### src/rtl/countdown_timer.sv
// Loadable down-counting timer: loads a start value, decrements once per tick, pulses done on expiry.
// Latency: count/busy update at the accepting edge; done rises N ticked cycles after a start of value N.
// No backpressure: start is only sampled in IDLE or DONE; abort overrides tick and start everywhere.
// Optional build macro COUNTDOWN_AUTO_RELOAD_EN: DONE reloads the last start value instead of idling.
module countdown_timer #(
   parameter int WIDTH = 4
) (
   input  logic             clk,
   input  logic             reset,
   input  logic             start,
   input  logic [WIDTH-1:0] load_value,
   input  logic             tick,
   input  logic             abort,
   output logic [WIDTH-1:0] count,
   output logic             busy,
   output logic             done
);

   typedef enum logic [1:0] {
      IDLE  = 2'd0,
      COUNT = 2'd1,
      DONE  = 2'd2
   } state_t;

   state_t           state;
   state_t           state_nxt;
   logic [WIDTH-1:0] count_nxt;
   logic [WIDTH-1:0] count_dec;
   logic             load_acc;

`ifdef COUNTDOWN_AUTO_RELOAD_EN
   logic [WIDTH-1:0] reload;
`endif

   // Decrement stage; only consumed in COUNT, where count is at least 1, so it never borrows.
   assign count_dec = count - WIDTH'(1);

   // Next-state and next-count decode; abort is checked first in every state.
   always_comb begin
      state_nxt = state;
      count_nxt = count;
      load_acc  = 1'b0;
      case (state)
         IDLE: begin
            if (!abort && start) begin
               load_acc  = 1'b1;
               count_nxt = load_value;
               state_nxt = (load_value != '0) ? COUNT : DONE;
            end
         end
         COUNT: begin
            if (abort) begin
               count_nxt = '0;
               state_nxt = IDLE;
            end else if (tick) begin
               count_nxt = count_dec;
               if (count == WIDTH'(1)) begin
                  state_nxt = DONE;
               end
            end
         end
         DONE: begin
            if (abort) begin
               state_nxt = IDLE;
            end else if (start) begin
               load_acc  = 1'b1;
               count_nxt = load_value;
               state_nxt = (load_value != '0) ? COUNT : DONE;
            end else begin
`ifdef COUNTDOWN_AUTO_RELOAD_EN
               // A zero reload keeps the block parked in DONE with done held high.
               if (reload != '0) begin
                  count_nxt = reload;
                  state_nxt = COUNT;
               end else begin
                  state_nxt = DONE;
               end
`else
               state_nxt = IDLE;
`endif
            end
         end
         default: begin
            count_nxt = '0;
            state_nxt = IDLE;
         end
      endcase
   end

   // State, count and decoded outputs are all registered so nothing is combinational from inputs.
   always_ff @(posedge clk) begin
      if (reset) begin
         state <= IDLE;
         count <= '0;
         busy  <= 1'b0;
         done  <= 1'b0;
      end else begin
         state <= state_nxt;
         count <= count_nxt;
         busy  <= (state_nxt == COUNT);
         done  <= (state_nxt == DONE);
      end
   end

`ifdef COUNTDOWN_AUTO_RELOAD_EN
   // Remember the most recently accepted start value for periodic reload.
   always_ff @(posedge clk) begin
      if (reset) begin
         reload <= '0;
      end else if (load_acc) begin
         reload <= load_value;
      end
   end
`endif

endmodule
### config.mk
export PLATFORM = sky130hd
export DESIGN_NAME = countdown_timer
export DESIGN_NICKNAME = d
export VERILOG_FILES = /design/src/rtl/countdown_timer.sv
export SDC_FILE = /design/constraint.sdc
export NUM_CORES = 1
export LEC_CHECK = 0
export CAP_MARGIN = 20
export CELL_PAD_IN_SITES_DETAIL_PLACEMENT = 1
export CELL_PAD_IN_SITES_GLOBAL_PLACEMENT = 1
export CORE_ASPECT_RATIO = 1.1
export CORE_UTILIZATION = 30
export CTS_CLUSTER_SIZE = 28
export DETAILED_ROUTE_END_ITERATION = 8
export MAX_ROUTING_LAYER = met4
export PLACE_DENSITY = 0.77
export SLEW_MARGIN = 20
export SYNTH_ARGS = -nofsm -noshare
export SYNTH_HDL_FRONTEND = slang
export SYNTH_SLANG_ARGS = --single-unit
### constraint.sdc
create_clock -name clk -period 3.7 [get_ports clk]
set_clock_uncertainty 0.2 [all_clocks]
set_input_delay 0.925 -clock clk [delete_from_list [all_inputs] [get_ports clk]]
set_output_delay 0.925 -clock clk [all_outputs]
set_load 0.05 [all_outputs]
==> results, run 1 <==
- The run finished with clean final reports.
- The leftover overflow at the end of global routing is 0.
- The kind of cell with the highest combined delay along the critical path is buffers and inverters.
- Setup repair after global routing left no endpoint under its margin.
- The worst supply voltage drop on vdd is 202 uV.
- Derived from the worst setup path, the maximum achievable clock frequency is roughly 380 MHz.
- The endpoint kind of the worst setup timing path is a primary output.
- The power per standard cell area is 374 nW/um2.
- The max-slew violation count is 0.
- The worst pin sits at a relative slew slack of 66.4%.
- The cell area that synthesis handed to floorplanning was between 400 and 500 um2.
- The number of I/O port buffers is 14.
- The TritonCTS clock tree is built.
- The count of yosys warnings during synthesis is 0.
- The mean instance size in the synthesized netlist is 9.12 um2.
- The cell count of the worst hold path is 2.
- The footprint of the multi-input gates is approximately 260 um2.
- The first-pass iteration count of the detailed router is 3.
- Clock latency on the worst-skew pair, taken at its later pin, is roughly 0.25 ns.
- Measured along the y axis, the die boundary spans around 42 um.
- On the worst path, the slowest cell contributes a delay of 0.84 ns.
- The worst setup path is launched from a register.
- The H-tree depth is 1.
- In this run the number of cells on the critical path is 1.
- Across the run, the number of max-cap violations was 0.
- In the synthesized netlist, the number of instances is 49.
- The initialized floorplan defines 14 standard-cell rows.
- In this run the clock root is driven by a sky130_fd_sc_hd__clkbuf_4.
- The floorplan step defined a die boundary enclosing between 1500 and 2000 um2.
- After synthesis, the netlist uses 24 different library cells.
- Along the worst path, the maximum fanout reaches 6.
- For the worst flop-to-flop path, the logic depth is 4.
- The placeable core region is 1380 um2.
- The number of antenna violations at the first check in global routing was 0.
- The number of global-route vias before repair is about 400.
- For the pin with the worst max-slew slack, the measured transition is about 0.5 ns.
- Entering global routing, the biggest net connects 10 pins.
- Pin placement for this block handled 15 I/O pins.
- For this design, the sink count on the clock tree is 8.
- The total track usage is between 10% and 20%.
- The type of the most critical hold path is register to register.
- The hold violation total from the final report was 0.
- The remaining design rule violation count is 0.
- The initial utilization of the core area, before any placement, comes to 32.3%.
- The critical path goes through clkdlybuf4s50_1.
- The first global-routing pass estimated roughly 1.7 mm of wire.
- Synthesis inferred 8 register bits.
- The sequential cells in the finished layout cover a total of 160 um2.
- The floorplan die width is 38.8 um.
- The post-synth net total is 60.
- After the last flow step, the layout net total stands at between 70 and 80.
- Counting the fill cells in the layout gives between 150 and 200.
- In this run the worst setup path terminates at count[0].
- The start-to-end type of the worst setup path is register to primary output.
- The worst setup slack after placement is ~1.2 ns.
- In the final routed layout, each cell accounts on average for approximately 13 um.
- The clock period minus worst slack is ~2.7 ns.
- 0 antenna diodes ended up in the layout.
- The worst slack on hold paths is between 0.3 and 0.4 ns.
- The clock passes through at most 2 buffers.
- The layout overhead on the synthesized area is 36.7%.
- Buffers added to address setup during post-CTS repair amount to 0.
- The leakage power is about 0.23 nW.
- In this run, the number of DRC markers left after iteration 0 of detailed routing was 7.
- The number of clock buffers added by TritonCTS is 3.
- The clock-pin slew reported for the worst setup and hold paths after clock tree synthesis is ~0.050 ns.
- The setup-violating endpoint count in the final report is 0.
- The number of buffers and inverters on the critical path is 1.
- For the final routed database, the setup TNS stands at 0 ns.
- After detailed routing, the total wire length is 1.07 mm.
- The routability congestion estimate is a little over 0.8.
- The register-to-register setup slack is roughly 2.1 ns.
- The end of the worst register-to-register path is done.
- Gates resized during post-CTS repair numbered 0.
- The critical path starts at count[0].
- The largest individual stage delay along the critical path comes from the cell sky130_fd_sc_hd__clkdlybuf4s50_1.
- The detail route stage leaves a number of antenna-violating nets equal to 0.
- The part of the cycle the worst path needs is 71.9%.
- Once layout is complete, the cells apart from fillers number 80.
- The endpoint arrival time on the critical path is approximately 1.5 ns.
- After layout, the worst setup slack is roughly 1.0 ns.
- The hold-fix buffer count after cts is 0.
- Of the cells placed in the final design, the portion with a size suffix greater than 1 is around 17%.
- The HPWL after detailed placement is 820 um.
- The worst register-to-register path begins at count[0].
- Including well taps, the total number of placed cells is between 70 and 80.
- At the worst endpoint, the required time is about 2.6 ns.
- The final route contains approximately 400 vias.
- Sequential cells were found to cover 35.9% of the synthesized design area.
- The number of vias per cell after detailed routing is between 5 and 6.
[metrics by stage]
step	instance area [um2]	util, %	total power [mW]
global placement	588	42.5	0.162
global route	611	44.1	0.241
floorplan	447	-	0.140
finish	611	44.1	0.228
detailed placement	588	42.5	0.162
CTS	611	44.1	0.233
[per-layer routing]
layer	track usage [%]	vias up	wire (um)
li1	-	205	-
met1	19.5	194	530
met2	22.0	10	477
met3	1.60	2	41
met4	10.3	0	17
met5	-	-	0
[worst min-delay path by stage]
| stage | start | end | slack, ns |
|---|---|---|---|
| floorplan | state[0] | count[0] | 0.33 |
| global placement | count[2] | count[2] | 0.36 |
| detailed placement | count[2] | count[2] | 0.37 |
| CTS | count[2] | count[2] | 0.38 |
| global route | count[2] | count[2] | 0.40 |
| finish | count[2] | count[2] | 0.37 |
[cell families after synthesis]
family	count (synthesis)	share of synthesized area [%]
AND/OR/NAND/NOR	25	30.3
XOR/XNOR	2	3.92
buffers and inverters	4	5.88
adder cells (fa/ha/maj)	2	5.60
flip-flops	8	35.9
AO/OA/AOI/OAI	7	16.2
multiplexers	1	2.24
[registers in the layout, indices dropped and copies added (netlist names)]
register and cells:
state 2, count 4, busy 1, done 1
[Yosys cell counts (all sizes together)]
library cell | instances | area (um2)
dfxtp | 8 | 160
nor4b | 1 | 15.0
a2111oi | 2 | 30.0
o22a | 2 | 20.0
mux2i | 1 | 10.0
buf | 1 | 11.3
nor2 | 10 | 37.5
ha | 2 | 25.0
xnor2 | 1 | 8.76
clkbuf | 1 | 7.51
or3b | 1 | 11.3
nor4bb | 1 | 10.0
a32oi | 1 | 8.76
xor2 | 1 | 8.76
o31ai | 1 | 7.51
nor4 | 1 | 6.26
nand3 | 1 | 5.00
inv | 2 | 7.51
a31oi | 1 | 6.26
nor2b | 1 | 6.26
and2b | 1 | 8.76
nand4 | 1 | 6.26
nand2 | 7 | 28.8
[tightest hold or removal path, delay by kind of cell, from the launching register on]
kind	cells	cell delay (ns)
simple gates	1	0.09
flops	1	0.35
compound gates	1	0.08
[final cells by class]
type / count / area share (%)
multi-input combinational: 37 / 42.6
sequential: 8 / 26.2
timing repair buffer: 14 / 23.0
clock buffer: 3 / 3.69
tap: 16 / 3.28
inverter: 2 / 1.23
[power breakdown]
part,internal (mW),total [mW],switching (mW)
sequential,0.0911,0.0978,0.00674
clock,0.0372,0.0679,0.0307
combinational,0.0284,0.0626,0.0342
[layout by cell type, fill, tap and decap left out]
master | Yosys | routed
sky130_fd_sc_hd__mux2i_1 | 1 | 1
sky130_fd_sc_hd__xnor2_1 | 1 | 1
sky130_fd_sc_hd__nand4_1 | 1 | 1
sky130_fd_sc_hd__clkdlybuf4s50_1 | 0 | 14
sky130_fd_sc_hd__nand2_2 | 1 | 1
sky130_fd_sc_hd__dfxtp_1 | 8 | 8
sky130_fd_sc_hd__nand2_1 | 6 | 6
sky130_fd_sc_hd__o22a_2 | 2 | 2
sky130_fd_sc_hd__nor4bb_1 | 1 | 1
sky130_fd_sc_hd__a31oi_1 | 1 | 1
sky130_fd_sc_hd__clkbuf_4 | 1 | 3
sky130_fd_sc_hd__nor2_1 | 10 | 10
sky130_fd_sc_hd__nor4_1 | 1 | 1
sky130_fd_sc_hd__o31ai_1 | 1 | 1
sky130_fd_sc_hd__nand3_1 | 1 | 1
sky130_fd_sc_hd__or3b_4 | 1 | 1
sky130_fd_sc_hd__nor2b_1 | 1 | 1
sky130_fd_sc_hd__a32oi_1 | 1 | 1
sky130_fd_sc_hd__inv_1 | 2 | 2
sky130_fd_sc_hd__a2111oi_2 | 2 | 2
sky130_fd_sc_hd__nor4b_2 | 1 | 1
sky130_fd_sc_hd__ha_1 | 2 | 2
sky130_fd_sc_hd__and2b_2 | 1 | 1
sky130_fd_sc_hd__xor2_1 | 1 | 1
No activity file was read; power rests on OpenSTA's default activity.
==> inputs of run 2 (changes only) <==
Settings changed: CORE_UTILIZATION 30 to 27, PLACE_DENSITY 0.77 to 0.73.
Clock period 3.7 ns to 2.3 ns, I/O delays scaled along.
==> run 2 against run 1 <==
Highest routed layer unchanged; critical endpoint is now done; critical path type unchanged; worst setup slack worse by 0.87 ns; die area is 11% higher; sequential share of layout area is 0.38 points higher.
==> results, run 2 (same netlist as run 1, synthesis figures left out) <==
- The number of antenna violations at the first check in global routing is 0 (unchanged).
- The leftover overflow at the end of global routing is 0 (unchanged).
- The endpoint arrival time on the critical path is 1.36 ns (-0.18 ns).
- For hold timing, the worst endpoint is count[1].
- The global routing met2 resource utilization came to 23.8% (+1.7 points).
- The global-route wire length before repair is 1.68 mm (-1.6%).
- The final core area utilization is 38.6% (-5.5 points).
- The design internal power came to 0.250 mW (+60%).
- The switching power share of the total is 32.0% (+0.59 points).
- The H-tree depth is 1 (unchanged).
- The power per standard cell area is 611 nW/um2 (+63%).
- The endpoint identified for the worst register-to-register timing path is state[0].
- The routability congestion estimate is 0.689 (-16%).
- The floorplan die width came to 40.8 um (+5.1%).
- The number of stages on the worst setup path came to 1 (unchanged).
- The remaining design rule violation count is 0 (unchanged).
- The largest stage delay on the critical path is 0.79 ns (-0.05 ns).
- The flow ran to the end, and the final reports show no timing, DRC or antenna violations.
- The biggest fanout along the worst timing path is 1 (-5).
- The worst slack on hold paths is 0.372 ns (+0.00123 ns).
- The setup-violating endpoint count in the final report is 0 (unchanged).
- The net count reported at finish is 77 (unchanged).
- The register-to-register setup slack is 0.70 ns (-1.39 ns).
- The cell count of the worst hold path came to 2 (unchanged).
- The overall die area is 1820 um2 (+11%).
- The number of buffers created by CTS is 3 (unchanged).
- The total chip power came to 0.368 mW (+61%).
- The part of the total power dissipated in sequential elements came to 42.8% (about the same).
- The cell family contributing the most delay on the critical path is buffers and inverters.
- The clock period minus worst slack is between 2 and 2.5 ns.
- The register with the most flip-flops in the final layout is count.
- The maximum buffer depth of the clock tree is 2 (unchanged).
- The most crowded layer after global routing is met2.
- The count of instances resized after the clock tree is built is 0 (unchanged).
- The worst supply voltage drop on vdd is 220 uV (+8.9%).
- The layout overhead on the synthesized area is 34.7%.
- The worst hold path begins at count[1].
- Setup repair after global routing left no endpoint under its margin.
- The share of power burned in the clock network came to 30.4% (+0.7 points).
- The clock-pin slew reported for the worst setup and hold paths after clock tree synthesis came to 0.06 ns (about the same).
- The number of flip-flops under the largest register name is 4 (unchanged).
- The transition time of the tightest slew-check pin came to 0.489 ns (-0.0130 ns).
- The first-pass iteration count of the detailed router was 6 (+3).
- The combinational power share is 26.8% (-0.6 points).
- The starting utilization of the core area is 28.7% (-3.6 points).
- The depth of the worst register-to-register path was 4 (unchanged).
- The type of element launching the critical path is a register.
- The met3 track demand over resource in global routing came to 4.52% (+2.9 points).
- The filler cell count in the final layout came to 186 (+11%).
- The headroom to the max-slew limit was 67.3% (+0.87 points).
- The via count is 412 (+0.24%).
- The post-route cell area was 602 um2 (-1.4%).
- The number of I/O port buffers is 14 (unchanged).
- Derived from the worst setup path, the maximum achievable clock frequency is between 400 and 500 MHz.
- The post-route setup TNS is 0 ns (unchanged).
- The top cell types in the final layout, fill and taps aside, are sky130_fd_sc_hd__nor2_1 (10), sky130_fd_sc_hd__clkdlybuf4s50_1 (10), sky130_fd_sc_hd__dfxtp_1 (8).
- The worst setup slack after placement is 0.162 ns (-1.04 ns).
- The wire length reported by the detailed router is 1.07 mm (+0.56%).
- The footprint of the multi-input gates was 260 um2 (unchanged).
- The average routed wire per standard cell came to 13.2 um (-0.68%).
- The number of violations reported at the end of detailed-routing iteration 0 is 6 (-1).
- The max-slew violation count is 0 (unchanged).
- The required time of the worst setup path is 1.52 ns (-1.05 ns).
- The count of buffer and inverter cells on the critical path came to 1 (unchanged).
- The part of the cycle the worst path needs is 92.9%.
- The hold violation total from the final report is 0 (unchanged).
- The I/O pin total is 15 (unchanged).
- The startpoint identified for the worst register-to-register timing path is count[0].
- In this run the clock root is driven by a sky130_fd_sc_hd__clkbuf_4.
- The total track usage is 14.9% (-0.42 points).
- The count of standard-cell rows came to 15 (+1).
- The residual antenna-violating net count after detailed routing is 0 (unchanged).
- The clock latency of the later-clocked register in the worst-skew pair was 0.26 ns (about the same).
- The y dimension of the die is 44.7 um (+5.2%).
- The total cell area at the placement stage is 579 um2 (-1.5%).
- The critical-path cell with the highest stage delay is sky130_fd_sc_hd__clkdlybuf4s50_1.
- The placeable core region came to 1560 um2 (+13%).
- The count of clock tree sinks is 8 (unchanged).
- The HPWL after detailed placement is 877 um (+7.0%).
- The reported net switching power is 0.118 mW (+64%).
- The routing usage on met1 was 14.4% (-5.1 points).
- The start-to-end type of the worst setup path is register to primary output.
- The endpoint kind of the worst setup timing path is a primary output.
- The area occupied by registers is 160 um2 (unchanged).
- The antenna cell count is 0 (unchanged).
- The leakage power is 0.232 nW (+3.1%).
- The number of global-route vias before repair was 415 (+4.8%).
- The number of max-cap violations is 0 (unchanged).
- The number of buffers inserted by post-CTS setup repair is 0 (unchanged).
- The TritonCTS clock tree is built.
- The cell total after placement is 78 (+1.3%).
- Walking the worst path, the cells encountered are clkdlybuf4s50_1.
- The largest net degree at the start of global routing was 10 (unchanged).
- The post-route worst setup slack is 0.164 ns (-0.874 ns).
- The hold-fix buffer count after cts came to 0 (unchanged).
- In the final layout, the registers with the most flip-flops are count: 4 flops, state: 2 flops.
- The share of final-layout standard cells stronger than drive strength 1 is 23.4% (+6.3 points).
- The final cell count without fillers was 81 (+1.3%).
- The type of the most critical hold path is register to register.
- The number of vias per cell after detailed routing is 5.09 (-0.99%).
-- run 2: per-layer routing --
metal  share of wire [%]  wire length, um  vias to the layer above
met5                   0                0                        -
met4                 3.4               36                        0
met3                 3.8               41                        4
met2                  53              568                       11
met1                  40              426                      191
li1                    -                -                      206
-- run 2: cell type report --
type                            count  area share (%)
Multi-Input combinational cell     37            43.2
Sequential cell                     8            26.6
Timing Repair Buffer               14            21.6
Clock buffer                        3            3.74
Tap cell                           17            3.53
Inverter                            2            1.25
-- run 2: how the worst max path moves through the flow --
| stage | slack, ns | startpoint | end |
|---|---|---|---|
| 2_1_floorplan | 0.48 | count[0] | count[1] |
| 3_3_place_gp | 0.15 | tick | count[1] |
| 3_5_place_dp | 0.16 | abort | count[0] |
| 4_1_cts | 0.15 | done | done |
| 5_1_grt | 0.12 | done | done |
| 6_report | 0.16 | done | done |
-- run 2: power groups by stage --
stage	registers [mW]	clock network [mW]	logic, mW
after detailed placement	0.161	0	0.0986
after global placement	0.160	0	0.0984
after floorplan	0.179	0	0.0458
final	0.157	0.112	0.0985
after CTS	0.158	0.115	0.0996
after global routing	0.159	0.124	0.107
==> inputs of run 3 (changes only) <==
--- a/config.mk
+++ b/config.mk
@@ -7,4 +7,3 @@
 export LEC_CHECK = 0
-export CAP_MARGIN = 20
-export CELL_PAD_IN_SITES_DETAIL_PLACEMENT = 1
+export CELL_PAD_IN_SITES_DETAIL_PLACEMENT = 0
 export CELL_PAD_IN_SITES_GLOBAL_PLACEMENT = 1
--- a/constraint.sdc
+++ b/constraint.sdc
@@ -4,2 +4,2 @@
 set_output_delay 0.575 -clock clk [all_outputs]
-set_load 0.05 [all_outputs]
+set_load 0.005 [all_outputs]
==> run 3 against run 2 <==
Wire length shrank 7.7%; cell count is the same; count of clock-buffer cells in the layout is the same; via count shrank 2.9%; first-iteration DRC count grew to 2.5 times the previous value; sequential share of layout area shrank 0.44 points; cell area grew 1.7%; sequential cell count is the same; sequential power is essentially flat; critical path type unchanged; core utilization grew 0.64 points; global-route usage shrank 1.3 points.
==> results, run 3 (same netlist as run 1, synthesis figures left out) <==
- The residual antenna-violating net count after detailed routing came to 0 (unchanged).
- The root buffer cell chosen for the clock tree is sky130_fd_sc_hd__clkbuf_4.
- The HPWL after detailed placement was 740 um (-16%).
- The setup-violating endpoint count in the final report came to 0 (unchanged).
- The library cells used most frequently in the layout, excluding fill and tap cells, are sky130_fd_sc_hd__clkdlybuf4s50_1 (14), sky130_fd_sc_hd__nor2_1 (10), sky130_fd_sc_hd__dfxtp_1 (8).
- The maximum buffer depth of the clock tree is 2 (unchanged).
- The count of instances resized after the clock tree is built is 0 (unchanged).
- The flow ran to the end, and the final reports show no timing, DRC or antenna violations.
- The first-pass iteration count of the detailed router is 6 (unchanged).
- The biggest fanout along the worst timing path is 5 (+4).
- The largest stage delay on the critical path is 0.54 ns (-0.25 ns).
- The net count reported at finish came to 77 (unchanged).
- The final core area utilization came to 39.3% (+0.64 points).
- The depth of the worst register-to-register path was 4 (unchanged).
- Relative to the synthesized area, the layout overhead comes to 37.0%.
- The final cell count without fillers was 81 (unchanged).
- In the final layout, the registers with the most flip-flops are count: 4 flops, state: 2 flops.
- The number of stages on the worst setup path was 1 (unchanged).
- The antenna cell count is 0 (unchanged).
- The total track usage is 13.6% (-1.3 points).
- The leakage power was 0.225 nW (-3.0%).
- The startpoint of the worst-slack reg-to-reg timing path is count[0].
- The beginning of the worst hold path is count[1].
- The largest net degree at the start of global routing is 10 (unchanged).
- The post-route setup TNS is 0 ns (unchanged).
- The routability congestion estimate is 0.721 (+4.7%).
- The count of standard-cell rows is 15 (unchanged).
- The y dimension of the die is 44.7 um (unchanged).
- The max-slew violation count is 0 (unchanged).
- The number of max-cap violations came to 0 (unchanged).
- The signal on the critical path passes through clkdlybuf4s50_1.
- The filler cell count in the final layout is 174 (-6.5%).
- The leftover overflow at the end of global routing came to 0 (unchanged).
- The number of buffers created by CTS came to 3 (unchanged).
- The highest clock frequency the design can meet came to 502 MHz (+7.3%).
- The global-route wire length before repair was 1.53 mm (-8.7%).
- The number of vias per cell after detailed routing is 4.94 (-2.9%).
- The count of buffer and inverter cells on the critical path is 1 (unchanged).
- The register-to-register setup slack is 0.71 ns (about the same).
- The share of final-layout standard cells stronger than drive strength 1 came to 17.2% (-6.3 points).
- The total chip power is 0.343 mW (-6.8%).
- The start-to-end type of the worst setup path is register to primary output.
- The power per standard cell area is 560 nW/um2 (-8.3%).
- The required time of the worst setup path is 1.52 ns (about the same).
- In this run the critical register-to-register path is captured at busy.
- The clock period minus worst slack is 1.99 ns (-0.145 ns).
- The count of clock tree sinks is 8 (unchanged).
- The register containing the most flip-flops in the final layout is count.
- The starting utilization of the core area is 28.7% (unchanged).
- The headroom to the max-slew limit is 74.0% (+6.7 points).
- The wire length reported by the detailed router is 990 um (-7.7%).
- The clock latency of the later-clocked register in the worst-skew pair is 0.25 ns (about the same).
- The part of the cycle the worst path needs is 86.6% (-6.3 points).
- STA classifies the critical path endpoint as a primary output.
- Setup repair after global routing left no endpoint under its margin.
- The cell count of the worst hold path is 2 (unchanged).
- The post-route cell area is 612 um2 (+1.7%).
- The number of I/O port buffers is 14 (unchanged).
- The average routed wire per standard cell is 12.2 um (-7.7%).
- The number of flip-flops under the largest register name is 4 (unchanged).
- The H-tree depth is 1 (unchanged).
- The via count is 400 (-2.9%).
- The remaining design rule violation count was 0 (unchanged).
- The tightest min-delay check is of the register to register type.
- The worst supply voltage drop on vdd is 306 uV (+39%).
- The total cell area at the placement stage is 589 um2 (+1.7%).
- The placeable core region came to 1560 um2 (unchanged).
- The footprint of the multi-input gates is 260 um2 (unchanged).
- The worst setup path is launched from a register.
- TritonCTS built the clock tree.
- The number of buffers inserted by post-CTS setup repair is 0 (unchanged).
- The endpoint of the worst hold path is count[1].
- The I/O pin total came to 15 (unchanged).
- The cell total after placement was 78 (unchanged).
- The endpoint arrival time on the critical path is 1.22 ns (-0.14 ns).
- The critical-path cell with the highest stage delay is sky130_fd_sc_hd__clkdlybuf4s50_1.
- The number of antenna violations at the first check in global routing came to 0 (unchanged).
- The number of global-route vias before repair is 366 (-12%).
- The floorplan die width is 40.8 um (unchanged).
- Leaving out fill and tap cells, the most frequent cell in the layout is sky130_fd_sc_hd__clkdlybuf4s50_1.
- Among cell families on the critical path, the largest total delay comes from buffers and inverters.
- The hold-fix buffer count after cts is 0 (unchanged).
- The number of violations reported at the end of detailed-routing iteration 0 is 15 (+9).
- Tracing the worst setup path back leads to its startpoint at count[2].
- The transition time of the tightest slew-check pin is 0.387 ns (-0.102 ns).
- The hold violation total from the final report came to 0 (unchanged).
- The area occupied by registers was 160 um2 (unchanged).
- The clock-pin slew reported for the worst setup and hold paths after clock tree synthesis is 0.06 ns (about the same).
- The overall die area is 1820 um2 (unchanged).
[run 3: worst min-delay path: stages (launching register included)]
cell	delay (ns)
sky130_fd_sc_hd__dfxtp_1	0.33
sky130_fd_sc_hd__nor2_1	0.14
sky130_fd_sc_hd__a2111oi_2	0.05
[run 3: routing by layer]
layer	track usage [%]	wire length [um]
met2	20.9	488
met4	12.0	37
met5	-	0
met3	3.02	29
met1	13.5	435
[run 3: through the flow]
stage / hold slack [ns] / setup WS, ns
global placement: 0.366 / 0.150
global route: 0.402 / 0.256
detailed placement: 0.359 / 0.173
CTS: 0.377 / 0.294
floorplan: 0.332 / 0.730
finish: 0.369 / 0.309
[run 3: worst max path at each step]
stage	to
floorplan	count[0]
global placement	count[1]
detailed placement	count[0]
CTS	count[0]
global route	count[2]
finish	count[2]
[run 3: area by class of cell]
cell class / count / area share (%)
Inverter: 2 / 1.23
Sequential cell: 8 / 26.2
Timing Repair Buffer: 14 / 22.9
Clock buffer: 3 / 3.68
Tap cell: 17 / 3.48
Multi-Input combinational cell: 37 / 42.5
[run 3: where the power goes]
part,leakage [nW],internal (mW),switching (mW)
Combinational,0.146,0.0457,0.0318
Clock,0.0138,0.0598,0.0487
Sequential,0.0654,0.146,0.0104
